### config.mk
export PLATFORM = sky130hd
export DESIGN_NAME = uart_rx
export DESIGN_NICKNAME = d
export VERILOG_FILES = /design/src/rtl/uart_pkg.sv /design/src/rtl/uart_rx_datapath.sv /design/src/rtl/uart_rx.sv
export SDC_FILE = /design/constraint.sdc
export NUM_CORES = 1
export LEC_CHECK = 0
export ABC_AREA = 1
export CAP_MARGIN = 25
export CELL_PAD_IN_SITES_DETAIL_PLACEMENT = 1
export CELL_PAD_IN_SITES_GLOBAL_PLACEMENT = 1
export CORE_MARGIN = 3
export CORE_UTILIZATION = 25
export DETAILED_ROUTE_END_ITERATION = 16
export GPL_TIMING_DRIVEN = 0
export PLACE_DENSITY_LB_ADDON = 0.25
export SLEW_MARGIN = 10
export SYNTH_ARGS = -nofsm -noshare
export SYNTH_HDL_FRONTEND = slang
export SYNTH_SLANG_ARGS = --single-unit
### constraint.sdc
create_clock -name clk -period 1.6 [get_ports clk]
set_clock_uncertainty 0.1 [all_clocks]
set_input_delay 0.24 -clock clk [delete_from_list [all_inputs] [get_ports clk]]
set_output_delay 0.24 -clock clk [all_outputs]
set_load 0.03 [all_outputs]
### src/rtl/uart_pkg.sv
// UART shared definitions.
// Holds the receiver/transmitter state encoding, the default bit period
// (10 MHz system clock, 115200 baud) and small helpers for deriving the
// mid-bit sample point and bit-period counter width from CLKS_PER_BIT.
package uart_pkg;

    localparam int UART_CLKS_PER_BIT = 87;

    typedef enum logic [2:0] {
        ST_IDLE    = 3'd0,
        ST_START   = 3'd1,
        ST_DATA    = 3'd2,
        ST_STOP    = 3'd3,
        ST_CLEANUP = 3'd4,
        ST_BREAK   = 3'd5
    } uart_state_e;

    // Count at which the start bit is re-checked. Together with the one
    // cycle spent detecting the edge this lands on the middle of the bit.
    function automatic int uart_half_bit(input int cpb);
        return (cpb - 1) / 2;
    endfunction

    function automatic int uart_count_width(input int cpb);
        return (cpb <= 2) ? 1 : $clog2(cpb);
    endfunction

endpackage

### src/rtl/uart_rx_datapath.sv
// UART receiver datapath.
// Synchronises the serial line, runs the bit-period counter and the bit
// index, assembles the byte and registers the outputs. It makes no
// decisions itself: the FSM in uart_rx drives the strobes below.
//
// Ports:
//   clk, rst         system clock, asynchronous active-high reset
//   rx_serial        raw serial line (asynchronous, idle high)
//   cnt_clr          force the bit-period counter to 0
//   idx_clr/idx_inc  clear / advance the bit index
//   shift_en         store rx_s into the bit selected by the bit index
//   byte_load        copy the assembled byte to rx_byte
//   valid_set        rx_valid is high next cycle
//   ferr_set         rx_frame_err is high next cycle
//   rx_s             synchronised serial line
//   full_bit_width   counter is at the last cycle of a bit period
//   half_bit         counter is at the mid-bit check point
//   last_bit         bit index points at bit 7
//   rx_byte, rx_valid, rx_frame_err   registered receiver outputs
module uart_rx_datapath
    import uart_pkg::*;
#(
    parameter int CLKS_PER_BIT = UART_CLKS_PER_BIT
) (
    input  logic       clk,
    input  logic       rst,
    input  logic       rx_serial,
    input  logic       cnt_clr,
    input  logic       idx_clr,
    input  logic       idx_inc,
    input  logic       shift_en,
    input  logic       byte_load,
    input  logic       valid_set,
    input  logic       ferr_set,
    output logic       rx_s,
    output logic       full_bit_width,
    output logic       half_bit,
    output logic       last_bit,
    output logic [7:0] rx_byte,
    output logic       rx_valid,
    output logic       rx_frame_err
);

    localparam int            CW       = uart_count_width(CLKS_PER_BIT);
    localparam logic [CW-1:0] LAST_CNT = CW'(CLKS_PER_BIT - 1);
    localparam logic [CW-1:0] HALF_CNT = CW'(uart_half_bit(CLKS_PER_BIT));

    logic          rx_meta;
    logic [CW-1:0] clk_count;
    logic [2:0]    bit_index;
    logic [7:0]    shift;

    // Both flops reset to the idle level so leaving reset never looks like a start bit.
    always_ff @(posedge clk or posedge rst) begin
        if (rst) begin
            rx_meta <= 1'b1;
            rx_s    <= 1'b1;
        end else begin
            rx_meta <= rx_serial;
            rx_s    <= rx_meta;
        end
    end

    // Wraps on its own at the end of each bit so consecutive data bits
    // need no help from the FSM; state changes clear it explicitly.
    always_ff @(posedge clk or posedge rst) begin
        if (rst) begin
            clk_count <= '0;
        end else if (cnt_clr || clk_count == LAST_CNT) begin
            clk_count <= '0;
        end else begin
            clk_count <= clk_count + CW'(1);
        end
    end

    always_ff @(posedge clk or posedge rst) begin
        if (rst) begin
            bit_index <= 3'd0;
        end else if (idx_clr) begin
            bit_index <= 3'd0;
        end else if (idx_inc) begin
            bit_index <= bit_index + 3'd1;
        end
    end

    // Every bit is written before the byte is loaded, so no reset needed.
    always_ff @(posedge clk) begin
        if (shift_en) begin
            shift[bit_index] <= rx_s;
        end
    end

    always_ff @(posedge clk or posedge rst) begin
        if (rst) begin
            rx_byte      <= 8'h00;
            rx_valid     <= 1'b0;
            rx_frame_err <= 1'b0;
        end else begin
            rx_valid     <= valid_set;
            rx_frame_err <= ferr_set;
            if (byte_load) begin
                rx_byte <= shift;
            end
        end
    end

    assign full_bit_width = (clk_count == LAST_CNT);
    assign half_bit       = (clk_count == HALF_CNT);
    assign last_bit       = (bit_index == 3'd7);

endmodule

### src/rtl/uart_rx.sv
// UART receiver, 8N1, LSB first.
// Detects the start bit on the synchronised line, samples every bit in
// its middle and presents the byte with a one-cycle rx_valid strobe. A low
// stop bit gives a one-cycle rx_frame_err strobe instead, and the receiver
// then waits for the line to return high before looking for a new frame.
//
// Ports:
//   clk           system clock
//   rst           asynchronous active-high reset
//   rx_serial     serial line, idle high, asynchronous to clk
//   rx_byte       last correctly framed byte, held until the next one
//   rx_valid      one-cycle pulse, rx_byte updated this cycle
//   rx_frame_err  one-cycle pulse, stop bit was low and byte discarded
//   rx_active     high from the confirmed start bit through the stop sample
module uart_rx
    import uart_pkg::*;
#(
    parameter int CLKS_PER_BIT = UART_CLKS_PER_BIT
) (
    input  logic       clk,
    input  logic       rst,
    input  logic       rx_serial,
    output logic [7:0] rx_byte,
    output logic       rx_valid,
    output logic       rx_frame_err,
    output logic       rx_active
);

    uart_state_e state;
    uart_state_e state_next;

    logic rx_s;
    logic full_bit_width;
    logic half_bit;
    logic last_bit;
    logic cnt_hold;
    logic cnt_clr;
    logic idx_clr;
    logic idx_inc;
    logic shift_en;
    logic byte_load;
    logic valid_set;
    logic ferr_set;

    uart_rx_datapath #(
        .CLKS_PER_BIT(CLKS_PER_BIT)
    ) u_datapath (
        .clk           (clk),
        .rst           (rst),
        .rx_serial     (rx_serial),
        .cnt_clr       (cnt_clr),
        .idx_clr       (idx_clr),
        .idx_inc       (idx_inc),
        .shift_en      (shift_en),
        .byte_load     (byte_load),
        .valid_set     (valid_set),
        .ferr_set      (ferr_set),
        .rx_s          (rx_s),
        .full_bit_width(full_bit_width),
        .half_bit      (half_bit),
        .last_bit      (last_bit),
        .rx_byte       (rx_byte),
        .rx_valid      (rx_valid),
        .rx_frame_err  (rx_frame_err)
    );

    always_ff @(posedge clk or posedge rst) begin
        if (rst) begin
            state <= ST_IDLE;
        end else begin
            state <= state_next;
        end
    end

    always_comb begin
        state_next = state;
        cnt_hold   = 1'b0;
        idx_clr    = 1'b0;
        idx_inc    = 1'b0;
        shift_en   = 1'b0;
        byte_load  = 1'b0;
        valid_set  = 1'b0;
        ferr_set   = 1'b0;
        rx_active  = 1'b0;

        case (state)
            ST_IDLE: begin
                cnt_hold = 1'b1;
                if (!rx_s) begin
                    state_next = ST_START;
                end
            end

            // Re-check the line mid start bit; a short low pulse is a glitch.
            ST_START: begin
                if (half_bit) begin
                    if (!rx_s) begin
                        state_next = ST_DATA;
                        idx_clr    = 1'b1;
                    end else begin
                        state_next = ST_IDLE;
                    end
                end
            end

            // The counter was re-based at mid start bit, so its last count
            // falls in the middle of each data bit.
            ST_DATA: begin
                rx_active = 1'b1;
                if (full_bit_width) begin
                    shift_en = 1'b1;
                    if (last_bit) begin
                        state_next = ST_STOP;
                    end else begin
                        idx_inc = 1'b1;
                    end
                end
            end

            ST_STOP: begin
                rx_active = 1'b1;
                if (full_bit_width) begin
                    if (rx_s) begin
                        byte_load  = 1'b1;
                        valid_set  = 1'b1;
                        state_next = ST_CLEANUP;
                    end else begin
                        ferr_set   = 1'b1;
                        state_next = ST_BREAK;
                    end
                end
            end

            ST_CLEANUP: begin
                state_next = ST_IDLE;
            end

            // Line held low after a bad stop bit: wait it out silently.
            ST_BREAK: begin
                cnt_hold = 1'b1;
                if (rx_s) begin
                    state_next = ST_IDLE;
                end
            end

            default: begin
                state_next = ST_IDLE;
            end
        endcase

        cnt_clr = cnt_hold || (state_next != state);
    end

endmodule

==> impl_metrics.yaml, run 1 <==
cells_and_area:
  antenna_cells: 0
  syn_to_final_growth_pct: 38.21
  drive_gt1_share_pct: 33.51
  layout.nets: 191
placed_design:
  port_buffers: 13
  hpwl_um: 2322
  gp_congestion: 0.8286
global_route:
  grt_pass1_vias: 1260
  grt_pass1_wl_um: 5664
  antenna_found_initial: 0
  grt_max_degree: 26
  grt_use_total_pct: 10.05
  gr-total-overflow: 0
drt:
  dr_wl_met2_um: 1588
  met1_length_um: 1433
  first_iter_violations: 47
  avgRoutedWirePerCell_um: 12.58
  vias_per_cell: 4.381
  drc: 0
  route.met3.wl_um: 138
  ant_nets: 0
  routed_wl_um: 3233
  first_pass_iters: 4
  via_count: 1126
  topRoutingLayerUsed: "met4"
timing:
  finalHoldViolCount: 0
  setup_viol: 17
  min_period_ns: 1.669
  relSlewSlack_pct: 67.51
  setup_slack_ns: -0.06934
  fin_crit_sh_pct: 104.3
  drv_slew: 0
  fmax_mhz: 599.0
  rsz0062_at_grt: "yes"
  tightestPinTransition_ns: 0.4869
  holdWs_ns: 0.1933
logic_synthesis:
  yosys.area.top_type: "dfrtp_1"
  synth-seq-cells: 33
  synthTopCellsByArea: "dfrtp_1, edfxtp_1, nand2_1, nor2_1, dfstp_2"
  netlist.area_leader.share_pct: 38.88
  syn_area_per_cell_um2: 9.611
  synth_fp_nets: 161
  yosysSeqAreaShare_pct: 58.66
  ys_types: 22
  yosys_warnings: 0
  netlist_area_um2: 1480
  synth_cells: 154
clock_network:
  tritoncts: "yes"
  htree_levels: 2
  clockRootBuffer: "clkbuf_8"
  cts_buffer_depth: 2
  cts_made_buffers: 5
  cts_sinks: 33
  path_clk_slew_ns: 0.07
  clk_latency_ns: 0.28
die:
  num_io_pins: 14
  die-area_um2: 6880
  die_x_um: 82.95
  fp.dieH_um: 82.95
  core-area_um2: 5608
  rows: 27
  start_util_pct: 26.39
critical_path:
  worst-setup-path-type: "flop to flop"
  critical_path_required_ns: 1.71
  crit_path_end_kind: "flop"
  worstSetupStartpointType: "flop"
  cp.arrival_ns: 1.78
  crit_fanout: 7
power:
  pwr_density_cell_nw_per_um2: 924.1
  p_leak_uw: 0.0009398
  power.total_uw: 1890
  peakVddDrop_v: 0.0003728
job:
  max_cap_viol_count: 0
status:
  violations: "negative setup slack"
  outcome: "finished with violations"
min_path:
  hold_class: "input port to asynchronous set/reset pin"
## area by class of cell
class / count / area [um^2]
Fill cell: 648 / 3562
Sequential cell: 33 / 869.6
Multi-Input combinational cell: 103 / 671.9
Timing Repair Buffer: 23 / 225.2
Tap cell: 72 / 90.09
Clock buffer: 7 / 86.33
Inverter: 18 / 72.57
Clock inverter: 1 / 30.03
## layout by cell type (no fill, tap or decap), types with 4 or more instances in the layout
master and instances:
nand3_1 6, edfxtp_1 8, inv_1 9, nand3_2 4
dfrtp_1 22, nor2_1 13, inv_2 7, dlygate4sd2_1 10
nor3_2 6, nor2_2 6, o21ai_0 6, buf_6 4
xor2_1 4, nand2_2 6, clkbuf_8 6, buf_4 5
nand2_1 32
## cell usage after synthesis, drive strengths merged
cell	count
nand2	40
o41ai	1
nor2	21
dfstp	2
xor2	4
o211ai	1
nand3b	1
inv	18
nand3	12
o21ai	7
dfrtp	23
ha	4
xnor2	1
nand4	2
edfxtp	8
nor3	9
## report_power, final
group	leakage, uW	switching, uW	internal [uW]
combinational	0.000475	108	80.0
sequential	0.000406	25.0	884
clock	0.0000585	287	507
## stage by stage
stage,setup TNS [ns],cell area [um^2],setup WS [ns],std cells,utilization [%]
after global routing,-2.760,2046,-0.1735,257,36.48
after floorplan,0,1480,0.01934,154,-
after global placement,-1.577,1700,-0.1805,239,30.32
after detailed placement,-3.482,1700,-0.2659,239,30.32
after CTS,-0.9094,1946,-0.08684,254,34.69
final,-0.6105,2046,-0.06934,257,36.48
## flip-flops by register name (all words and copies together) (netlist names)
name,count
u_datapath.rx_byte,8
u_datapath.shift,8
u_datapath.clk_count,7
state,3
u_datapath.bit_index,3
u_datapath.rx_frame_err,1
u_datapath.rx_meta,1
u_datapath.rx_s,1
u_datapath.rx_valid,1
## worst max-delay path: stages (launching register included)
cell     delay [ns]
dfrtp_1        0.40
inv_2          0.06
ha_2           0.18
nand3_2        0.08
nor2_4         0.13
buf_6          0.13
nand3_2        0.08
nand4_1        0.16
nand3_4        0.15
nor2_2         0.14
## cell families after synthesis
group	after synthesis	synth area share, %
XOR/XNOR	5	2.958
adder cells (fa/ha/maj)	4	3.381
AND/OR/NAND/NOR	85	26.97
AO/OA/AOI/OAI	9	3.466
flip-flops	33	58.66
buffers and inverters	18	4.564
## layer usage
layer	up-vias	GRT usage (%)
li1	555	-
met3	8	3.373
met4	0	4.309
met5	-	0
met1	538	11.61
met2	25	16.91
## worst paths after layout
check	start	to	slack, ns	cells past startpoint
max	u_datapath.clk_count[0]$_DFF_PP0_	u_datapath.clk_count[0]$_DFF_PP0_	-0.07	9
min	rst	u_datapath.clk_count[4]$_DFF_PP0_	0.19	2
max reg2reg	u_datapath.clk_count[0]$_DFF_PP0_	u_datapath.clk_count[0]$_DFF_PP0_	-0.07	9
min reg2reg	u_datapath.rx_meta$_DFF_PP1_	u_datapath.rx_s$_DFF_PP1_	0.26	0
max in group asynchronous	rst	u_datapath.rx_meta$_DFF_PP1_	0.68	3
min in group clk	u_datapath.rx_meta$_DFF_PP1_	u_datapath.rx_s$_DFF_PP1_	0.26	0
## timing repair
item / CTS / global route
buffers inserted: 7 / 2
pin swaps: 9 / 14
resized for setup: 39 / 20
endpoints found under the setup margin: 37 / 27
hold buffers: 0 / 0
(Power assumes the default switching activity.)
==> inputs of run 2 (changes only) <==
--- a/config.mk
+++ b/config.mk
@@ -10,7 +10,7 @@
 export CELL_PAD_IN_SITES_DETAIL_PLACEMENT = 1
 export CELL_PAD_IN_SITES_GLOBAL_PLACEMENT = 1
 export CORE_MARGIN = 3
-export CORE_UTILIZATION = 25
+export CORE_UTILIZATION = 30
 export DETAILED_ROUTE_END_ITERATION = 16
 export GPL_TIMING_DRIVEN = 0
 export PLACE_DENSITY_LB_ADDON = 0.25
==> run 2 against run 1 <==
Global-route usage grew 2.3 points; cell area grew 3.2%; total power grew 1.8%; sequential cell count is the same; the run still ends with negative setup slack left; die area shrank 16%; combinational power grew 9%.
==> impl_metrics.yaml, run 2 (synthesis results as in run 1) <==
status:
  outcome: "finished with violations"
  violations: "negative setup slack"
clock_network:
  cts-hold-fix-buffers: 0
  tritoncts: "yes"
  clockRootBuffer: "clkbuf_8"
  htree_levels: 2
  path_clk_slew_ns: 0.07
  cts_buffer_depth: 2
  clk_latency_ns: 0.28
  cts_sinks: 33
  cts_made_buffers: 5
power:
  clock_power_share_pct: 42.1
  power.total_uw: 1924
  power.share.sequential_pct: 47.3
  p_leak_uw: 0.0009329
  p_int_uw: 1484
  pwr_density_cell_nw_per_um2: 911.4
  p_switching_uw: 439.6
  peakVddDrop_v: 0.0004289
  p_comb_share_pct: 10.7
  sw_frac_of_total_pct: 22.85
drt:
  first_iter_violations: 25
  ant_nets: 0
  routed_wl_um: 3304
  first_pass_iters: 4
  avgRoutedWirePerCell_um: 13.16
  drc: 0
  via_count: 1115
  vias_per_cell: 4.442
global_route:
  gr-total-overflow: 0
  grt_pass1_wl_um: 5692
  grt_max_degree: 26
  antenna_found_initial: 0
  grt_pass1_vias: 1194
  grt_use_total_pct: 12.37
timing:
  relSlewSlack_pct: 65.83
  fin_crit_sh_pct: 103.4
  rsz0062_at_grt: "yes"
  tightestPinTransition_ns: 0.5121
  setup_slack_ns: -0.05503
  tns_ns: -0.5415
  finalHoldViolCount: 0
  min_period_ns: 1.655
  fmax_mhz: 604.2
  drv_slew: 0
  setup_viol: 18
critical_path:
  crit_path_end_kind: "flop"
  worstSetupStartpointType: "flop"
  cp_slowest_stage_delay_ns: 0.38
  crit_top_cell: "buf_4"
  worst-setup-path-type: "flop to flop"
  cp_slowest_cell: "dfrtp_1"
  cp.arrival_ns: 1.77
  worstPathCellList: "buf_4, ha_4, nand3_2, nor2_4, buf_4, inv_4, o211ai_1, nor2_2, nand3_4, nor2_1"
  critical_path_required_ns: 1.71
  crit_fanout: 7
die:
  fp.dieH_um: 76.24
  die-area_um2: 5813
  core-area_um2: 4564
  start_util_pct: 32.43
  rows: 24
  num_io_pins: 14
  die_x_um: 76.24
placed_design:
  hpwl_um: 2303
  port_buffers: 13
  gp_congestion: 0.8104
cells_and_area:
  multi_input_area_um2: 747.0
  register_area_um2: 869.6
  syn_to_final_growth_pct: 42.60
  antenna_cells: 0
  layout.nets: 192
  final_cell_mix: "nand2_1, dfrtp_1, nor2_1"
  largest_registers: "u_datapath.rx_byte: 8 flops, u_datapath.shift: 8 flops, u_datapath.clk_count: 7 flops"
  final_common_cell: "nand2_1"
  drive_gt1_share_pct: 34.95
  fillers: 529
min_path:
  hold_class: "input port to asynchronous set/reset pin"
job:
  max_cap_viol_count: 0
[run 2: cell types whose count changed in the layout (fill, tap and decap cells not counted), sizes merged]
cell    previous run  this run
clkinv             0         1
clkbuf             8         7
buf               10        12
inv               18        17
[run 2: cell type report]
class / count / share of cell area [%]
well taps: 65 / 3.853
inverters: 18 / 3.675
flip-flops and latches: 33 / 41.20
multi-input cells: 103 / 35.39
clock inverters: 1 / 1.423
repair buffers: 24 / 10.37
clock buffers: 7 / 4.090
[run 2: timing repair]
| item | in CTS | in global routing |
|---|---|---|
| endpoints found under the hold margin | 0 | 0 |
| buffers inserted | 7 | 3 |
| setup endpoints to repair | 37 | 28 |
| gates resized for setup | 40 | 29 |
| pin swaps | 11 | 15 |
[run 2: power groups by stage]
stage / clock network [uW] / registers [uW] / logic [uW]
3_3_place_gp: 0 / 923 / 120
5_1_grt: 871 / 913 / 230
3_5_place_dp: 0 / 925 / 126
4_1_cts: 832 / 906 / 162
2_1_floorplan: 0 / 917 / 94.3
6_report: 809 / 909 / 205
[run 2: path summary, 6_finish.rpt]
| kind | start | end | slack [ns] | cells past startpoint |
|---|---|---|---|---|
| worst min-delay path | rst | state[1]$_DFF_PP0_ | 0.19 | 2 |
| worst min register to register | u_datapath.rx_meta$_DFF_PP1_ | u_datapath.rx_s$_DFF_PP1_ | 0.26 | 0 |
| max in group asynchronous | rst | u_datapath.bit_index[1]$_DFFE_PP0P_ | 0.73 | 3 |
| worst max-delay path | u_datapath.clk_count[1]$_DFF_PP0_ | u_datapath.clk_count[4]$_DFF_PP0_ | -0.06 | 10 |
| worst max register to register | u_datapath.clk_count[1]$_DFF_PP0_ | u_datapath.clk_count[4]$_DFF_PP0_ | -0.06 | 10 |
| min in group clk | u_datapath.rx_meta$_DFF_PP1_ | u_datapath.rx_s$_DFF_PP1_ | 0.26 | 0 |
[run 2: layer usage]
metal | vias up | GRT usage [%] | wire length [um]
met5 | - | 0 | 0
met4 | 0 | 3.804 | 15
met3 | 2 | 4.374 | 137
met2 | 17 | 20.39 | 1671
met1 | 537 | 15.17 | 1480
li1 | 559 | - | -
[run 2: worst max-delay path: cells and delay by family (launching register included)]
kind	cells	cell delay [ns]
simple gates	5	0.51
flops	1	0.38
buf+inv	3	0.35
fa+ha+maj	1	0.16
compound gates	1	0.09
[run 2: through the flow]
stage | hold slack [ns] | util, % | std cells | cell area (um^2) | setup slack (ns)
2_1_floorplan | 0.1445 | - | 154 | 1480 | 0.01934
3_3_place_gp | 0.2522 | 37.06 | 232 | 1692 | -0.1821
3_5_place_dp | 0.2509 | 37.06 | 232 | 1692 | -0.2734
4_1_cts | 0.2544 | 42.71 | 247 | 1949 | -0.07946
5_1_grt | 0.2287 | 46.24 | 251 | 2111 | -0.1714
6_report | 0.1861 | 46.24 | 251 | 2111 | -0.05503
==> inputs of run 3 (changes only) <==
--- a/config.mk
+++ b/config.mk
@@ -8,7 +8,7 @@
 export ABC_AREA = 1
 export CAP_MARGIN = 25
 export CELL_PAD_IN_SITES_DETAIL_PLACEMENT = 1
-export CELL_PAD_IN_SITES_GLOBAL_PLACEMENT = 1
+export CELL_PAD_IN_SITES_GLOBAL_PLACEMENT = 2
 export CORE_MARGIN = 3
 export CORE_UTILIZATION = 30
 export DETAILED_ROUTE_END_ITERATION = 16
==> run 3 against run 2 <==
The flow still finishes with violations (negative setup slack); critical endpoint is now u_datapath.shift[2]$_DFFE_PP_; sequential cell count unchanged; global-route usage up 0.51 points; sequential share of layout area up 0.69 points.
==> impl_metrics.yaml, run 3 (synthesis results as in run 1) <==
status:
  outcome: "finished with violations"
  violations: "negative setup slack"
placed_design:
  port_buffers: 13
  placed_cells: 232
  gp_congestion: 0.7852
  placed_area_um2: 1692
  hpwl_um: 2294
  place_ws_ns: -0.2748
clock_network:
  cts_made_buffers: 5
  clk_latency_ns: 0.28
  cts_buffer_depth: 2
  path_clk_slew_ns: 0.07
  cts_sinks: 33
  tritoncts: "yes"
  clockRootBuffer: "clkbuf_8"
  htree_levels: 2
  cts-hold-fix-buffers: 0
timing:
  fmax_mhz: 597.2
  setup_viol: 16
  finalHoldViolCount: 0
  rsz0062_at_grt: "yes"
  min_period_ns: 1.675
  setup_slack_ns: -0.07451
  relSlewSlack_pct: 63.81
  fin_crit_sh_pct: 104.7
  drv_slew: 0
  tightestPinTransition_ns: 0.5422
drt:
  routed_wl_um: 3590
  ant_nets: 0
  drc: 0
  avgRoutedWirePerCell_um: 14.19
  via_count: 1141
  first_iter_violations: 47
  first_pass_iters: 4
  vias_per_cell: 4.510
cells_and_area:
  multi_input_area_um2: 720.7
  drive_gt1_share_pct: 35.11
  layout.nets: 194
  fillers: 536
  largest_registers: "u_datapath.rx_byte: 8 flops, u_datapath.shift: 8 flops, u_datapath.clk_count: 7 flops"
  fin_area_um2: 2082
  final_cell_mix: "nand2_1, dfrtp_1, nor2_1"
  final_common_cell: "nand2_1"
  fin_cells: 253
  syn_to_final_growth_pct: 40.66
  register_area_um2: 872.1
  fin_util_pct: 45.61
  antenna_cells: 0
global_route:
  use_met1_pct: 15.63
  grt_pass1_wl_um: 5906
  antenna_found_initial: 0
  grt_pass1_vias: 1203
  gr-total-overflow: 0
  grt.busiest_layer: "met2"
  use_met3_pct: 4.374
  use_met2_pct: 21.09
  grt_max_degree: 26
  grt_use_total_pct: 12.88
power:
  power.total_uw: 1720
  pwr_density_cell_nw_per_um2: 826.0
  p_leak_uw: 0.0009459
  peakVddDrop_v: 0.0003190
critical_path:
  critPathTopFamily: "simple AND/OR/NAND/NOR gates"
  cp_slowest_cell: "dfrtp_1"
  worstSetupStartpointType: "flop"
  critPathBufInv: 2
  cp.arrival_ns: 1.56
  cp_slowest_stage_delay_ns: 0.39
  worstPathCellList: "inv_1, ha_2, nand3_2, nor2_4, nand2_4, inv_6, nand2_8, nor3_4"
  critical_path_required_ns: 1.49
  crit_fanout: 4
  worst-setup-path-type: "flop to flop"
  crit_path_end_kind: "flop"
job:
  max_cap_viol_count: 0
die:
  num_io_pins: 14
  die_x_um: 76.24
  rows: 24
  core-area_um2: 4564
  fp.dieH_um: 76.24
  die-area_um2: 5813
  start_util_pct: 32.43
min_path:
  hold_class: "input port to asynchronous set/reset pin"
run 3: changes by cell type in the layout (fill, tap and decap cells not counted), sizes merged:
cell,before,now
buf,12,14
bufinv,1,0
clkbuf,7,5
clkinv,1,3
inv,17,18
run 3: timing repair:
item / 4_1_cts / 5_1_grt
endpoints found under the hold margin: 0 / 0
cloned: 0 / 0
gates resized for setup: 44 / 29
buffers inserted: 7 / 5
setup endpoints to repair: 37 / 28
pin swaps: 12 / 12
run 3: final timing paths:
kind                                                         from                             endpoint  slack [ns]  cells after the start
worst max-delay path            u_datapath.clk_count[0]$_DFF_PP0_        u_datapath.shift[2]$_DFFE_PP_       -0.07                      8
worst min-delay path                                          rst        u_datapath.rx_valid$_DFF_PP0_        0.20                      2
worst max register to register  u_datapath.clk_count[0]$_DFF_PP0_        u_datapath.shift[2]$_DFFE_PP_       -0.07                      8
worst min register to register       u_datapath.rx_meta$_DFF_PP1_            u_datapath.rx_s$_DFF_PP1_        0.26                      0
max in group asynchronous                                     rst  u_datapath.bit_index[1]$_DFFE_PP0P_        0.73                      3
min in group clk                     u_datapath.rx_meta$_DFF_PP1_            u_datapath.rx_s$_DFF_PP1_        0.26                      0
run 3: final cells by class:
| type | count | area share [%] |
|---|---|---|
| inverters | 18 | 3.726 |
| flip-flops and latches | 33 | 41.89 |
| clock inverters | 3 | 0.6010 |
| repair buffers | 26 | 11.96 |
| well taps | 65 | 3.906 |
| clock buffers | 5 | 3.305 |
| multi-input cells | 103 | 34.62 |
run 3: metrics by stage:
step / TNS (ns) / hold slack, ns
global placement: -1.664 / 0.2487
CTS: -1.046 / 0.2594
floorplan: 0 / 0.1445
detailed placement: -3.724 / 0.2512
finish: -0.9376 / 0.1981
global route: -3.253 / 0.2431
run 3: power breakdown:
group | internal [uW] | switching, uW | leakage, uW
logic | 94.8 | 121 | 0.000500
registers | 883 | 25.8 | 0.000403
clock network | 293 | 302 | 0.0000430
total | 1270 | 449 | 0.000946
run 3: layer usage:
layer | up-vias | part of all wire [%]
li1 | 571 | -
met1 | 548 | 46
met2 | 16 | 50
met3 | 6 | 3.4
met4 | 0 | 1.6
met5 | - | 0
